==> src/rtl/pc_sequencer_if.sv <==
// Bus between hazard/branch logic (master) and the next-PC sequencer (slave).
// valid/ready: none; every signal is a level sampled or produced in the same cycle.
`ifndef IM_ADDR_BIT
`define IM_ADDR_BIT 10
`endif

interface pc_sequencer_if #(
  parameter int ADDR_W = `IM_ADDR_BIT,
  parameter int CNT_W  = 32
);
  logic              mem_wait;
  logic              halt_req;
  logic [ADDR_W-1:0] halt_pc;
  logic              branch_taken;
  logic [ADDR_W-1:0] branch_tgt;
  logic              load_use;
  logic              jump;
  logic [ADDR_W-1:0] jump_tgt;
  logic              resume;
  logic              cnt_clr;
  logic [ADDR_W-1:0] pc_4;
  logic              pc_en;
  logic [ADDR_W-1:0] pc_new;
  logic              hold_ifid;
  logic              flush_if;
  logic              flush_id;
  logic              halted;
  logic [CNT_W-1:0]  stall_cnt;
  logic [CNT_W-1:0]  redir_cnt;
  logic              state_dbg;

  modport master (
    output mem_wait, halt_req, halt_pc, branch_taken, branch_tgt, load_use,
           jump, jump_tgt, resume, cnt_clr, pc_4,
    input  pc_en, pc_new, hold_ifid, flush_if, flush_id, halted,
           stall_cnt, redir_cnt, state_dbg
  );

  modport slave (
    input  mem_wait, halt_req, halt_pc, branch_taken, branch_tgt, load_use,
           jump, jump_tgt, resume, cnt_clr, pc_4,
    output pc_en, pc_new, hold_ifid, flush_if, flush_id, halted,
           stall_cnt, redir_cnt, state_dbg
  );
endinterface

==> src/rtl/pc_sequencer.sv <==
// Next-PC controller: selects pc_new/pc_en from redirects, hazards and halt/resume,
// drives pipeline hold/flush strobes and keeps saturating stall/redirect counters.
`ifndef IM_ADDR_BIT
`define IM_ADDR_BIT 10
`endif

module pc_sequencer #(
  parameter int ADDR_W = `IM_ADDR_BIT,
  parameter int CNT_W  = 32
) (
  input  logic           clk,
  input  logic           rst,
  pc_sequencer_if.slave  bus
);

  localparam logic [0:0] S_RUN  = 1'b0;
  localparam logic [0:0] S_HALT = 1'b1;

  logic [0:0]        state;
  logic [0:0]        state_nxt;
  logic [ADDR_W-1:0] saved_pc;
  logic              save_halt_pc;
  logic              stall_inc;
  logic              redir_inc;
  logic [CNT_W-1:0]  stall_cnt;
  logic [CNT_W-1:0]  redir_cnt;

  // Priority chain: the first matching row owns every output this cycle.
  always_comb begin
    state_nxt     = state;
    bus.pc_en     = 1'b0;
    bus.pc_new    = bus.pc_4;
    bus.hold_ifid = 1'b0;
    bus.flush_if  = 1'b0;
    bus.flush_id  = 1'b0;
    save_halt_pc  = 1'b0;
    redir_inc     = 1'b0;
    if (state == S_RUN) begin
      if (bus.mem_wait) begin
        bus.hold_ifid = 1'b1;
      end else if (bus.halt_req) begin
        bus.flush_if = 1'b1;
        bus.flush_id = 1'b1;
        save_halt_pc = 1'b1;
        state_nxt    = S_HALT;
      end else if (bus.branch_taken) begin
        bus.pc_en    = 1'b1;
        bus.pc_new   = bus.branch_tgt;
        bus.flush_if = 1'b1;
        bus.flush_id = 1'b1;
        redir_inc    = 1'b1;
      end else if (bus.load_use) begin
        bus.hold_ifid = 1'b1;
        bus.flush_id  = 1'b1;
      end else if (bus.jump) begin
        bus.pc_en    = 1'b1;
        bus.pc_new   = bus.jump_tgt;
        bus.flush_if = 1'b1;
        redir_inc    = 1'b1;
      end else begin
        bus.pc_en = 1'b1;
      end
    end else begin
      if (bus.resume) begin
        bus.pc_en    = 1'b1;
        bus.pc_new   = saved_pc;
        bus.flush_if = 1'b1;
        state_nxt    = S_RUN;
      end else begin
        bus.hold_ifid = 1'b1;
      end
    end
  end

  // Counters only advance in RUN, so they are frozen throughout HALT.
  assign stall_inc = (state == S_RUN) && !bus.pc_en;

  always_ff @(posedge clk or posedge rst) begin
    if (rst) begin
      state     <= S_RUN;
      saved_pc  <= '0;
      stall_cnt <= '0;
      redir_cnt <= '0;
    end else begin
      state <= state_nxt;
      if (save_halt_pc) saved_pc <= bus.halt_pc;
      if (bus.cnt_clr) begin
        stall_cnt <= '0;
        redir_cnt <= '0;
      end else begin
        if (stall_inc && (stall_cnt != {CNT_W{1'b1}})) stall_cnt <= stall_cnt + 1'b1;
        if (redir_inc && (redir_cnt != {CNT_W{1'b1}})) redir_cnt <= redir_cnt + 1'b1;
      end
    end
  end

  assign bus.halted    = (state == S_HALT);
  assign bus.stall_cnt = stall_cnt;
  assign bus.redir_cnt = redir_cnt;
  assign bus.state_dbg = state;

endmodule

==> src/flat_wrapper.sv <==
// flat-port wrapper written by rule: the top's interface ports become plain ports
module pc_sequencer_flat 
#(
  parameter int ADDR_W = `IM_ADDR_BIT,
  parameter int CNT_W  = 32
)
  (clk, rst, bus_mem_wait, bus_halt_req, bus_halt_pc, bus_branch_taken, bus_branch_tgt, bus_load_use, bus_jump, bus_jump_tgt, bus_resume, bus_cnt_clr, bus_pc_4, bus_pc_en, bus_pc_new, bus_hold_ifid, bus_flush_if, bus_flush_id, bus_halted, bus_stall_cnt, bus_redir_cnt, bus_state_dbg);
  pc_sequencer_if #(.ADDR_W(ADDR_W), .CNT_W(CNT_W)) bus_i ();
  input  logic clk;
  input  logic rst;
  input wire logic [$bits(bus_i.mem_wait)-1:0] bus_mem_wait;
  input wire logic [$bits(bus_i.halt_req)-1:0] bus_halt_req;
  input wire logic [$bits(bus_i.halt_pc)-1:0] bus_halt_pc;
  input wire logic [$bits(bus_i.branch_taken)-1:0] bus_branch_taken;
  input wire logic [$bits(bus_i.branch_tgt)-1:0] bus_branch_tgt;
  input wire logic [$bits(bus_i.load_use)-1:0] bus_load_use;
  input wire logic [$bits(bus_i.jump)-1:0] bus_jump;
  input wire logic [$bits(bus_i.jump_tgt)-1:0] bus_jump_tgt;
  input wire logic [$bits(bus_i.resume)-1:0] bus_resume;
  input wire logic [$bits(bus_i.cnt_clr)-1:0] bus_cnt_clr;
  input wire logic [$bits(bus_i.pc_4)-1:0] bus_pc_4;
  output wire logic [$bits(bus_i.pc_en)-1:0] bus_pc_en;
  output wire logic [$bits(bus_i.pc_new)-1:0] bus_pc_new;
  output wire logic [$bits(bus_i.hold_ifid)-1:0] bus_hold_ifid;
  output wire logic [$bits(bus_i.flush_if)-1:0] bus_flush_if;
  output wire logic [$bits(bus_i.flush_id)-1:0] bus_flush_id;
  output wire logic [$bits(bus_i.halted)-1:0] bus_halted;
  output wire logic [$bits(bus_i.stall_cnt)-1:0] bus_stall_cnt;
  output wire logic [$bits(bus_i.redir_cnt)-1:0] bus_redir_cnt;
  output wire logic [$bits(bus_i.state_dbg)-1:0] bus_state_dbg;
  assign bus_i.mem_wait = bus_mem_wait;
  assign bus_i.halt_req = bus_halt_req;
  assign bus_i.halt_pc = bus_halt_pc;
  assign bus_i.branch_taken = bus_branch_taken;
  assign bus_i.branch_tgt = bus_branch_tgt;
  assign bus_i.load_use = bus_load_use;
  assign bus_i.jump = bus_jump;
  assign bus_i.jump_tgt = bus_jump_tgt;
  assign bus_i.resume = bus_resume;
  assign bus_i.cnt_clr = bus_cnt_clr;
  assign bus_i.pc_4 = bus_pc_4;
  assign bus_pc_en = bus_i.pc_en;
  assign bus_pc_new = bus_i.pc_new;
  assign bus_hold_ifid = bus_i.hold_ifid;
  assign bus_flush_if = bus_i.flush_if;
  assign bus_flush_id = bus_i.flush_id;
  assign bus_halted = bus_i.halted;
  assign bus_stall_cnt = bus_i.stall_cnt;
  assign bus_redir_cnt = bus_i.redir_cnt;
  assign bus_state_dbg = bus_i.state_dbg;
  pc_sequencer #(.ADDR_W(ADDR_W), .CNT_W(CNT_W)) u_core (.clk(clk), .rst(rst), .bus(bus_i));
endmodule
==> config.mk <==
export PLATFORM = sky130hd
export DESIGN_NAME = pc_sequencer_flat
export DESIGN_NICKNAME = d
export VERILOG_FILES = /design/src/rtl/pc_sequencer_if.sv /design/src/rtl/pc_sequencer.sv /design/src/flat_wrapper.sv
export SDC_FILE = /design/constraint.sdc
export NUM_CORES = 1
export LEC_CHECK = 0
export ABC_AREA = 1
export CORE_MARGIN = 2
export CORE_UTILIZATION = 54
export DETAILED_ROUTE_END_ITERATION = 8
export GPL_TIMING_DRIVEN = 0
export PLACE_DENSITY_LB_ADDON = 0.25
export SLEW_MARGIN = 15
export SYNTH_ARGS = -nofsm -noshare
export SYNTH_HDL_FRONTEND = slang
export SYNTH_SLANG_ARGS = --single-unit
export TNS_END_PERCENT = 30
==> constraint.sdc <==
create_clock -name clk -period 3.7 [get_ports clk]
set_input_delay 0.37 -clock clk [delete_from_list [all_inputs] [get_ports clk]]
set_output_delay 0.37 -clock clk [all_outputs]
set_load 0.05 [all_outputs]
After elaboration in Yosys (flattened, before gate mapping) --
Cells that the tools add are included.
Operators by class: bitwise logic cells 1, add/sub/neg operators 2, reductions and logical operators 6, muxes and demuxes 40, equality and inequality tests 2
Operator list (number):
- 2-to-1 mux 32 bit | 4
- 2-to-1 mux 10 bit | 7
- adder 32 x 1 -> 32 bit (second input constant) | 2
- inequality test 32 bit (second input constant) | 2
- 2-to-1 mux 1 bit | 29
- nonzero test 2 bit | 2
- logical AND 1 bit | 3
- logical NOT 1 bit | 1
- NOT 1 bit | 1
Word-level totals: output and inout bits 80, flip-flop bits (word level) 75

Longest topological paths before layout --
Gate-level depths: netlist of run 1.
depth in word-level cells 10, gate-level depth with buffers 13, gate-level depth less buffers 11

Worst setup path before layout of run 1 --
Ideal clock, no wire load.
path kind register -> output, from register u_core.state (netlist: u_core.bus.halted), to output port bus_hold_ifid, required time 3330 ps, cell stages (with the launch flop) 6, path buffers 1, setup slack 966 ps, data arrival time 2364 ps, path through dfrtp_1 nor2_1 inv_1 nor2_1 clkbuf_1 a211oi_1
On the way: longest elaborated chain between the ends 1
Ends and longest elaborated chain:
- from (decl) | line pc_sequencer.sv:19 | logic [0:0] state;
- from (signal assigned) | line pc_sequencer.sv:85 | state <= state_nxt;
- 2-to-1 mux 1 bit | line pc_sequencer.sv:38 | if (state == S_RUN) begin
- to (decl) | line flat_wrapper.sv:24 | output wire logic [$bits(bus_i.hold_ifid)-1:0] bus_hold_ifid;
No other way between the ends.

Final worst setup path of run 1 --
from input port bus_load_use, to output port bus_pc_new[5]
On the way: longest elaborated chain between the ends 5
Ends and longest elaborated chain:
- from (decl) | line flat_wrapper.sv:16 | input wire logic [$bits(bus_i.load_use)-1:0] bus_load_use;
- 2-to-1 mux 10 bit | line pc_sequencer.sv:52 | end else if (bus.load_use) begin
- 2-to-1 mux 10 bit | line pc_sequencer.sv:46 | end else if (bus.branch_taken) begin
- 2-to-1 mux 10 bit | line pc_sequencer.sv:41 | end else if (bus.halt_req) begin
- 2-to-1 mux 10 bit | line pc_sequencer.sv:39 | if (bus.mem_wait) begin
- 2-to-1 mux 10 bit | line pc_sequencer.sv:38
- to (decl) | line flat_wrapper.sv:23 | output wire logic [$bits(bus_i.pc_new)-1:0] bus_pc_new;
No other way between the ends.

==> impl_metrics.ini, run 1 <==
[yosys]
ys_types = 30
synth_mux_area_share_pct = 0
synth_top_family_by_area = simple AND/OR/NAND/NOR gates
synth-async-reset-ratio_pct = 100
seq_area_frac_synth_pct = 36.0
synth-simple-area-share_pct = 47.8
ys_ff_latch = 75
yosys_warnings = 0
synthAdderAreaFrac_pct = 0.480
synthFlopType = dfrtp_1
netlist_instances = 833
syn_area_mm2 = 0.00521
synth-edff-count = 0
synth_xor_area_share_pct = 2.86
avgSynthCellArea_um2 = 6.25
synth_nets = 884
synth_compound_area_share_pct = 5.40

[floorplan]
fp.dieW_um = 102
initial_core_util_pct = 56.1
coreArea_mm2 = 0.00928
rows = 35
die_h_um = 102
dieArea_mm2 = 0.0105
pin_count = 129

[setup_path]
start_kind = input port
worstPathRequired_ps = 3330
critPathKind = input port to output pin
path_common_cell = nand2_1
critPathSlowestCell = clkdlybuf4s50_1
crit_fanout = 10
end_kind = output pin
path_cells = clkdlybuf4s50_1 > inv_1 > nand2_1 > nand2_1 > nand2_1 > clkbuf_1 > a21oi_1 > a22oi_1 > o21ai_0 > clkdlybuf4s50_1
rr_worst_depth = 9
worstPathArrival_ps = 2640
critPathMaxStageDelay_ps = 720

[clock_tree]
cts-root-buf = clkbuf_8
htree_levels = 3
postCtsSetupBuffers = 0
cts_buffer_depth = 2
path_clk_slew_ps = 90
cts_tree = built
cts-hold-fix-buffers = 0
clock_latency_ps = 360
cts_buffers = 9
ctsResizeCount = 0
cts_num_sinks = 75

[min_path]
hp-class = input port to asynchronous set/reset pin

[global_routing]
grt_max_degree = 54
grt_overflow = 0
met2_usage_pct = 48.6
grt.total_usage_pct = 30.5
grt_pass1_vias = 5198
grt_use_met1_pct = 43.6
use_met3_pct = 4.86
grt_pass1_wl_um = 25000
antenna_found_initial = 0
busiest_layer = met2

[timing]
hold_viol_final = 0
rsz0062_at_grt = false
relSlewSlack_pct = 61.6
fin_crit_ps = 3010
setup_tns_ps = 0
timing.final.crit_share_pct = 81.3
tightestPinTransition_ps = 575
fmax_ghz = 0.332
skew_ps = 12.6
slew_violations = 0
finalSetupViolCount = 0

[route]
avgRoutedWirePerCell_um = 14.1
via_per_inst = 5.24
vias = 5793
antenna_left = 0
drt_iter0_markers = 476
drc = 0
drt_first_pass_iters = 5
totalWireLength_um = 15600

[finish]
fillers = 802
final_cell_mix = 372 x nand2_1, 127 x clkdlybuf4s50_1, 119 x nor2_1
n_antenna_cell = 0
drive_above_1_share_pct = 5.32
nets = 1023
fin_area_mm2 = 0.00687
area_growth_pct = 31.9
final_common_cell = nand2_1

[power_and_ir_drop]
p_leak_nw = 3.09
peakVddDrop_v = 0.000195
power_density_mw_per_mm2 = 281

[placed_design]
dp_hpwl_um = 12100
io_buffers = 127
place_congestion = 0.949
post_dp_cell_area_mm2 = 0.00667

[flow_run]
max-cap-violations = 0

[status]
outcome = finished clean
report_power, final:
part | internal [W] | switching (W)
clock network | 0.000316 | 0.000338
registers | 0.000845 | 0.0000221
logic | 0.000149 | 0.000263
state kept, by name (all words and copies together) (netlist names):
signal,count
u_core.bus.stall_cnt,32
u_core.bus.redir_cnt,32
u_core.bus.halted,1
u_core.saved_pc,10
metal layers:
layer	part of all wire, %	wire (um)
met5	0	0
met2	45	7060
met3	8.4	1310
met4	1.2	184
met1	45	7020
cell type report:
class	count	area (um^2)	share of cell area, %
timing repair buffer	128	1300	18.9
sequential	75	1880	27.3
inverter	70	265	3.86
tap	129	161	2.35
buffer	24	125	1.82
multi-input combinational	664	2950	42.9
clock inverter	7	76.3	1.11
clock buffer	9	124	1.80
path summary, 6_finish.rpt:
kind	slack [ps]	to	start
setup reg to reg	1340	u_core.bus.stall_cnt[30]$_DFFE_PP0P_	u_core.bus.stall_cnt[0]$_DFFE_PP0P_
min in group clk	490	u_core.saved_pc[6]$_DFFE_PP0P_	u_core.saved_pc[6]$_DFFE_PP0P_
hold / removal	320	u_core.saved_pc[7]$_DFFE_PP0P_	rst
max in group asynchronous	2820	u_core.bus.redir_cnt[29]$_DFFE_PP0P_	rst
hold reg to reg	490	u_core.saved_pc[6]$_DFFE_PP0P_	u_core.saved_pc[6]$_DFFE_PP0P_
setup / recovery	690	bus_pc_new[5]	bus_load_use
cell families (layout without fill, tap and decap cells):
| kind of cell | count (synthesis) | in the layout |
|---|---|---|
| flops | 75 | 75 |
| simple gates | 599 | 599 |
| xor+xnor | 17 | 17 |
| fa+ha+maj | 2 | 2 |
| compound gates | 46 | 46 |
| buf+inv | 94 | 238 |
worst max-delay path, delay by kind of cell:
kind                   cells  cell delay (ps)
buffers and inverters      4             1650
AO/OA/AOI/OAI              3              430
AND/OR/NAND/NOR            3              200
synthesized netlist by cell type, types with 2 or more instances:
master    count  share of area (%)
a21oi_1      11                1.1
a21oi_2       2               0.34
a22oi_1       9                1.3
buf_1         4               0.29
buf_4         4               0.58
clkbuf_1     13               0.94
dfrtp_1      75                 36
ha_1          2               0.48
inv_1        66                4.8
inv_2         3               0.22
nand2_1     372                 27
nand2_2       3               0.36
nand2_4       2               0.43
nand3_1      43                4.1
nand4_1      43                5.2
nor2_1      119                8.6
nor2_2        2               0.24
nor2_4        3               0.65
o21ai_0      11                1.1
o22ai_1      10                1.2
or2_2        12                1.4
xnor2_1       7                1.2
xor2_1       10                1.7
metrics by stage:
step | hold slack (ps) | util [%] | total power, W | worst slack, ps | std cells
2_1_floorplan | 442 | - | 0.00113 | 966 | 833
3_3_place_gp | 461 | 71.5 | 0.00129 | 171 | 1089
3_5_place_dp | 465 | 71.9 | 0.00130 | 731 | 1090
4_1_cts | 333 | 74.0 | 0.00194 | 723 | 1106
5_1_grt | 360 | 74.0 | 0.00202 | 512 | 1106
6_report | 324 | 74.0 | 0.00193 | 691 | 1106
Power figures use the tool's default switching activity.
==> run 2: changes to the inputs <==
--- a/config.mk
+++ b/config.mk
@@ -7,7 +7,7 @@
 export LEC_CHECK = 0
 export ABC_AREA = 1
 export CORE_MARGIN = 2
-export CORE_UTILIZATION = 54
+export CORE_UTILIZATION = 46
 export DETAILED_ROUTE_END_ITERATION = 8
 export GPL_TIMING_DRIVEN = 0
 export PLACE_DENSITY_LB_ADDON = 0.25
==> constraint.sdc (replaced) <==
create_clock -name clk -period 2.6 [get_ports clk]
set_input_delay 0.26 -clock clk [delete_from_list [all_inputs] [get_ports clk]]
set_output_delay 0.26 -clock clk [all_outputs]
set_load 0.05 [all_outputs]
==> run 2 against run 1 <==
  * Utilization decreased by 9.9 points
  * Combinational power increased by 38%
  * Cell count increased by 0.99%
  * Wire length increased by 2.3%
  * Sequential power increased by 43%
  * Hold slack got worse by 70 ps
  * Cell area increased by 2.0%
  * Register-to-register slack got worse by 1000 ps
  * Critical endpoint is now bus_pc_new[1]
==> impl_metrics.ini, run 2 (same netlist as run 1, synthesis figures left out) <==
[status]
outcome = finished clean

[timing]
finalSetupViolCount = 0
rsz0062_at_grt = false
timing.final.crit_share_pct = 91.8
fin_crit_ps = 2390
tightestPinTransition_ps = 568
fmax_ghz = 0.419
slew_violations = 0
skew_ps = 9.16
hold_viol_final = 0
relSlewSlack_pct = 62.1
worst_slack_ps = 214

[global_routing]
grt.total_usage_pct = 25.8
grt_use_met1_pct = 37.8
met2_usage_pct = 40.1
busiest_layer = met2
grt_pass1_wl_um = 26200
grt_max_degree = 52
grt_overflow = 0
antenna_found_initial = 0
grt_pass1_vias = 5267
use_met3_pct = 4.01

[route]
drc = 0
via_per_inst = 5.12
drt_first_pass_iters = 7
avgRoutedWirePerCell_um = 14.3
drt_iter0_markers = 459
antenna_left = 0
totalWireLength_um = 15900
vias = 5724

[floorplan]
rows = 38
dieArea_mm2 = 0.0122
die_h_um = 110
coreArea_mm2 = 0.0109
initial_core_util_pct = 47.6
fp.dieW_um = 110
pin_count = 129

[placed_design]
place_congestion = 0.922
io_buffers = 127
pre_cts_slack_ps = -159
dp_hpwl_um = 12400

[power_and_ir_drop]
p_leak_nw = 3.19
total_power_w = 0.00320
peakVddDrop_v = 0.000341
power_density_mw_per_mm2 = 456

[clock_tree]
clock_latency_ps = 340
cts_buffer_depth = 2
path_clk_slew_ps = 60
htree_levels = 3
cts_num_sinks = 75
cts_buffers = 9
cts-root-buf = clkbuf_16
cts_tree = built
postCtsSetupBuffers = 0

[finish]
final_cell_mix = 372 x nand2_1, 119 x nor2_1, 115 x clkdlybuf4s50_1
final_common_cell = nand2_1
n_antenna_cell = 0
area_growth_pct = 34.5
top_regs = u_core.bus.redir_cnt (32), u_core.bus.stall_cnt (32), u_core.saved_pc (10)
nets = 1023
drive_above_1_share_pct = 5.53

[setup_path]
worstPathArrival_ps = 2130
worstPathRequired_ps = 2340
crit_fanout = 8
end_kind = output pin
start_kind = flop
critPathKind = flop to output pin

[flow_run]
max-cap-violations = 0

[min_path]
hp-class = input port to asynchronous set/reset pin
==> run 2: metal layers <==
layer / share of wire (%) / routed length, um
met5: 0 / 0
met4: 1.1 / 174
met3: 6.6 / 1050
met2: 44 / 7070
met1: 48 / 7650
==> run 2: power by group <==
group	switching (W)	total (W)	internal (W)
registers	0.0000334	0.00124	0.00121
logic	0.000375	0.000569	0.000194
clock network	0.000491	0.00139	0.000898
==> run 2: layout make-up <==
type	count	area [um^2]
fillers	1049	3930
multi-input cells	664	2950
flip-flops and latches	75	1880
repair buffers	128	1280
inverters	70	265
clock buffers	13	260
well taps	140	175
plain buffers	24	128
clock inverters	3	68.8
==> run 2: final timing paths <==
path	startpoint	to	slack [ps]	depth (start not counted)
min in group clk	bus_cnt_clr	u_core.bus.redir_cnt[3]$_DFFE_PP0P_	410	4
worst min-delay path	rst	u_core.saved_pc[6]$_DFFE_PP0P_	250	2
worst max register to register	u_core.bus.stall_cnt[0]$_DFFE_PP0P_	u_core.bus.stall_cnt[30]$_DFFE_PP0P_	310	9
max in group asynchronous	rst	u_core.bus.stall_cnt[26]$_DFFE_PP0P_	1790	3
worst min register to register	u_core.saved_pc[3]$_DFFE_PP0P_	u_core.saved_pc[3]$_DFFE_PP0P_	490	2
worst max-delay path	u_core.bus.halted$_DFF_PP0_	bus_pc_new[1]	210	5
==> run 2: critical path, stage by stage, from the launching register on <==
cell and delay (ps):
dfrtp_1 480, inv_1 100, nor2_1 220, inv_1 220, o221ai_1 210, dlygate4sd2_1 570
==> run 2: stage by stage <==
step                utilization [%]  instances  hold slack [ps]  cell area (um^2)  setup TNS (ps)
finish                         64.1       1117              254              7010               0
global route                   64.1       1117              283              7010               0
CTS                            64.1       1117              267              7010               0
detailed placement             61.2       1101              466              6690           -1270
global placement               60.9       1100              463              6660          -61730
floorplan                         -        833              377              5220               0
==> run 2: what timing repair did <==
action	4_1_cts	5_1_grt
cloned	0	0
setup endpoints to repair	11	7
hold buffers	0	0
gates resized for setup	12	5
hold endpoints to repair	0	0
